[src/rtl/serial_add_ctrl.sv]
// serial_add_ctrl: bit-serial WIDTH-bit adder sequencer around one shared full_adder cell.
// Ports: clk, rst (sync, active-high), start/a/b/cin request, busy (SHIFT), done (one-cycle pulse),
//        sum/cout registered result, ovf signed overflow (only with SERIAL_ADD_OVF_EN defined).
// Optional feature macro: SERIAL_ADD_OVF_EN.

module full_adder (
    input  logic x,
    input  logic y,
    input  logic ci,
    output logic s,
    output logic co
);
    assign s  = x ^ y ^ ci;
    assign co = (x & y) | (ci & (x ^ y));
endmodule

module serial_add_ctrl #(
    parameter int WIDTH = 8
) (
    input  logic             clk,
    input  logic             rst,
    input  logic             start,
    input  logic [WIDTH-1:0] a,
    input  logic [WIDTH-1:0] b,
    input  logic             cin,
    output logic             busy,
    output logic             done,
    output logic [WIDTH-1:0] sum,
    output logic             cout
`ifdef SERIAL_ADD_OVF_EN
    ,
    output logic             ovf
`endif
);
    localparam int CW = (WIDTH > 1) ? $clog2(WIDTH) : 1;
    typedef enum logic [1:0] {IDLE, SHIFT, DONE} state_t;
    state_t           state;
    logic [WIDTH-1:0] a_sh, b_sh, res;
    logic             carry;
    logic [CW-1:0]    cnt;
    logic             fa_s, fa_co;
    logic             last;
    full_adder u_fa (.x(a_sh[0]), .y(b_sh[0]), .ci(carry), .s(fa_s), .co(fa_co));
    assign last = cnt == CW'(WIDTH - 1);
    always_ff @(posedge clk) begin
        if (rst) begin
            state <= IDLE;
            busy  <= 1'b0;
            done  <= 1'b0;
            sum   <= '0;
            cout  <= 1'b0;
            a_sh  <= '0;
            b_sh  <= '0;
            res   <= '0;
            carry <= 1'b0;
            cnt   <= '0;
`ifdef SERIAL_ADD_OVF_EN
            ovf   <= 1'b0;
`endif
        end else begin
            case (state)
                SHIFT: begin
                    a_sh  <= a_sh >> 1;
                    b_sh  <= b_sh >> 1;
                    res   <= {fa_s, res[WIDTH-1:1]};
                    carry <= fa_co;
                    cnt   <= cnt + 1'b1;
                    if (last) begin
                        state <= DONE;
                        busy  <= 1'b0;
                        done  <= 1'b1;
                        sum   <= {fa_s, res[WIDTH-1:1]};
                        cout  <= fa_co;
`ifdef SERIAL_ADD_OVF_EN
                        // carry reg still holds the carry into the MSB on this step
                        ovf   <= carry ^ fa_co;
`endif
                    end
                end
                IDLE, DONE: begin
                    done <= 1'b0;
                    if (start) begin
                        state <= SHIFT;
                        busy  <= 1'b1;
                        a_sh  <= a;
                        b_sh  <= b;
                        carry <= cin;
                        cnt   <= '0;
                    end else begin
                        state <= IDLE;
                        busy  <= 1'b0;
                    end
                end
                default: begin
                    state <= IDLE;
                    busy  <= 1'b0;
                    done  <= 1'b0;
                end
            endcase
        end
    end
endmodule

[config.mk]
export PLATFORM = sky130hd
export DESIGN_NAME = serial_add_ctrl
export DESIGN_NICKNAME = d
export VERILOG_FILES = /design/src/rtl/serial_add_ctrl.sv
export SDC_FILE = /design/constraint.sdc
export NUM_CORES = 1
export LEC_CHECK = 0
export CORE_ASPECT_RATIO = 1.2
export CORE_MARGIN = 4
export CORE_UTILIZATION = 55
export CTS_CLUSTER_DIAMETER = 80
export DETAILED_ROUTE_END_ITERATION = 6
export PLACE_DENSITY = 0.88
export SYNTH_ARGS = -nofsm -noshare
export SYNTH_HDL_FRONTEND = slang
export SYNTH_SLANG_ARGS = --single-unit
[constraint.sdc]
create_clock -name clk -period 3.1 [get_ports clk]
set_input_delay 0.62 -clock clk [delete_from_list [all_inputs] [get_ports clk]]
set_output_delay 0.62 -clock clk [all_outputs]
set_load 0.01 [all_outputs]
==> impl_metrics.env <==
export IMPL_synth_area_um2=1770
export IMPL_dp_cells=231
export IMPL_post_cts_buffers=0
export IMPL_die_width_um=59.7
export IMPL_finalMaxSlewViolations=0
export IMPL_nNetsFinal=225
export IMPL_crit_slowest_cell="clkdlybuf4s50_1"
export IMPL_synth_area_leaders="dfxtp_1 44%, a211oi_2 8.5%, mux2i_1 8.5%"
export IMPL_num_vias=1354
export IMPL_synth_compound_area_frac=0.161
export IMPL_synth_top_area_share=0.442
export IMPL_muxShareOfSynthArea=0.0850
export IMPL_min_period_ns=2.02
export IMPL_initial_utilization=0.573
export IMPL_synth_fp_nets=200
export IMPL_hpwl_um=2460
export IMPL_power_density_nw_per_um2=458
export IMPL_avgSynthCellArea_um2=9.98
export IMPL_num_antenna_cells=0
export IMPL_cts_hold_fix_buffers=0
export IMPL_port_buffers=30
export IMPL_synth_edf_count=0
export IMPL_worstPathCellList="clkdlybuf4s50_1"
export IMPL_synth_top_family_by_area="simple AND/OR/NAND/NOR gates"
export IMPL_yosys_top_cells_count="39 x dfxtp_1, 27 x nand2_1, 21 x a21oi_1"
export IMPL_syn2layout_area_growth_pct=17.2
export IMPL_skew_ns=0.00306
export IMPL_rows=22
export IMPL_ys_types=26
export IMPL_dieArea_um2=4190
export IMPL_drtPass1Iterations=4
export IMPL_cts_tree="done"
export IMPL_relSlewSlack=0.551
export IMPL_synthAdderAreaFrac=0.0255
export IMPL_synthXorXnorAreaFrac=0
export IMPL_crit_fanout=6
export IMPL_period_share=0.650
export IMPL_io_pins=31
export IMPL_finalSetupViolations=0
export IMPL_clk_pin_slew_ns=0.10
export IMPL_holdCritPathClass="reg -> reg"
export IMPL_die_h_um=70.1
export IMPL_htreeDepth=2
export IMPL_avgViaCountPerCell=5.71
export IMPL_routed_wl_um=3370
export IMPL_yosysMostFrequentCell="dfxtp_1"
export IMPL_cp_slowest_stage_delay_ns=0.59
export IMPL_cts_sink_count=39
export IMPL_setup_tns_ns=0
export IMPL_yosysWarnings=0
export IMPL_synth_cells=177
export IMPL_grt_max_degree=29
export IMPL_hold_viol=0
export IMPL_yosys_register_bits=39
export IMPL_async_flop_share=0
export IMPL_synth_ff_type="dfxtp_1"
export IMPL_place_congestion=0.732
export IMPL_grt_setup_unrepaired="no"
export IMPL_grt_pass1_vias=1360
export IMPL_post_cts_resized=0
export IMPL_grt_overflow_total=0
export IMPL_crit_type="reg -> out"
export IMPL_synth_area_leader_cell="dfxtp_1"
export IMPL_status="finished clean"
export IMPL_ant_nets=0
export IMPL_ir_drop_mv=0.353
export IMPL_clock_root_buffer="clkbuf_4"
export IMPL_end_kind="primary output"
export IMPL_worstPathRequired_ns=2.48
export IMPL_drive_above_1_share=0.179
export IMPL_drt_iter0_markers=21
export IMPL_tightest_slew_ns=0.671
export IMPL_grt_pass1_wl_um=5780
export IMPL_crit_family="buffers and inverters"
export IMPL_finalNonFillerCells=237
export IMPL_coreArea_um2=3080
export IMPL_critPathBufInv=1
export IMPL_track_usage=0.177
export IMPL_synthSimpleGateAreaFrac=0.215
export IMPL_arrival_ns=1.40
export IMPL_cts_inserted_buffers=5
export IMPL_drc_errors=0
export IMPL_start_kind="register"
export IMPL_cts_path_max_buffers=2
export IMPL_drv_cap=0
export IMPL_routedWlPerCell_um=14.2
export IMPL_power_static_leakage_nw=0.709
export IMPL_fmax_mhz=496
export IMPL_synth_seq_area_share=0.442
export IMPL_clock_latency_ns=0.34
export IMPL_antenna_found_initial=0
==> final cells by class <==
class | instances | area [um2]
clock buffer | 6 | 41.3
fill | 272 | 1010
tap | 36 | 45.0
sequential | 39 | 781
timing repair buffer | 34 | 343
multi-input combinational | 122 | 861
==> cells in the final DEF (no fill, tap or decap) <==
| master | n |
|---|---|
| ha_1 | 2 |
| clkbuf_1 | 1 |
| a21oi_1 | 21 |
| nor3_1 | 4 |
| buf_4 | 3 |
| mux2i_1 | 15 |
| fa_1 | 1 |
| nand2_1 | 27 |
| nor3_2 | 12 |
| nor2b_2 | 1 |
| buf_12 | 1 |
| a211oi_2 | 12 |
| clkdlybuf4s50_1 | 30 |
| a211oi_1 | 3 |
| and2b_1 | 1 |
| nand3b_1 | 1 |
| o21a_1 | 1 |
| or2b_4 | 1 |
| dfxtp_1 | 39 |
| nor3b_1 | 1 |
| nand2b_1 | 2 |
| nor2_1 | 2 |
| nand3_1 | 14 |
| nand2_2 | 1 |
| clkbuf_4 | 5 |
==> sequential cells by signal, indices dropped and copies added, names as in the netlist <==
| register | cells |
|---|---|
| a_sh | 8 |
| b_sh | 8 |
| sum | 8 |
| res | 7 |
| cnt | 3 |
| state | 2 |
| carry | 1 |
| cout | 1 |
| done | 1 |
==> metrics by stage <==
| step | hold WS, ns | utilization | cell area [um2] | setup slack (ns) | power, mW |
|---|---|---|---|---|---|
| after global placement | 0.442 | 0.658 | 2030 | 1.13 | 0.723 |
| after detailed placement | 0.448 | 0.658 | 2030 | 1.09 | 0.733 |
| final | 0.459 | 0.672 | 2070 | 1.08 | 0.949 |
| after floorplan | 0.437 | - | 1770 | 1.67 | 0.695 |
| after global routing | 0.483 | 0.672 | 2070 | 1.00 | 0.991 |
| after CTS | 0.461 | 0.672 | 2070 | 1.06 | 0.956 |
==> where the power goes <==
group | leakage [nW] | internal, mW | switching, mW
sequential | 0.319 | 0.529 | 0.0206
combinational | 0.366 | 0.0824 | 0.0886
clock | 0.0242 | 0.0807 | 0.148
==> kinds of logic (layout without fill, tap and decap cells) <==
kind of cell / after synthesis / after routing
and+or+nand+nor: 67 / 67
DFF: 39 / 39
AOI/OAI and AO/OA: 37 / 37
buffers and inverters: 16 / 40
muxes: 15 / 15
adders and majority gates: 3 / 3
==> layer usage <==
metal | up-vias | GRT usage | part of all wire
met2 | 34 | 0.311 | 0.54
met5 | - | 0 | 0
met3 | 7 | 0.0388 | 0.050
met1 | 645 | 0.197 | 0.39
li1 | 668 | - | -
met4 | 0 | 0.0739 | 0.019
==> path summary, 6_finish.rpt <==
path                                             from                    to  slack [ns]  cells past startpoint
worst min-delay path              sum[1]$_SDFFE_PP0P_   sum[1]$_SDFFE_PP0P_        0.46                      2
worst min register to register    sum[1]$_SDFFE_PP0P_   sum[1]$_SDFFE_PP0P_        0.46                      2
worst max-delay path            state[0]$_SDFFE_PP0P_                  busy        1.08                      1
worst max register to register  state[0]$_SDFFE_PP0P_  b_sh[1]$_SDFFE_PP0P_        1.19                      4
No activity file was read; power rests on OpenSTA's default activity.
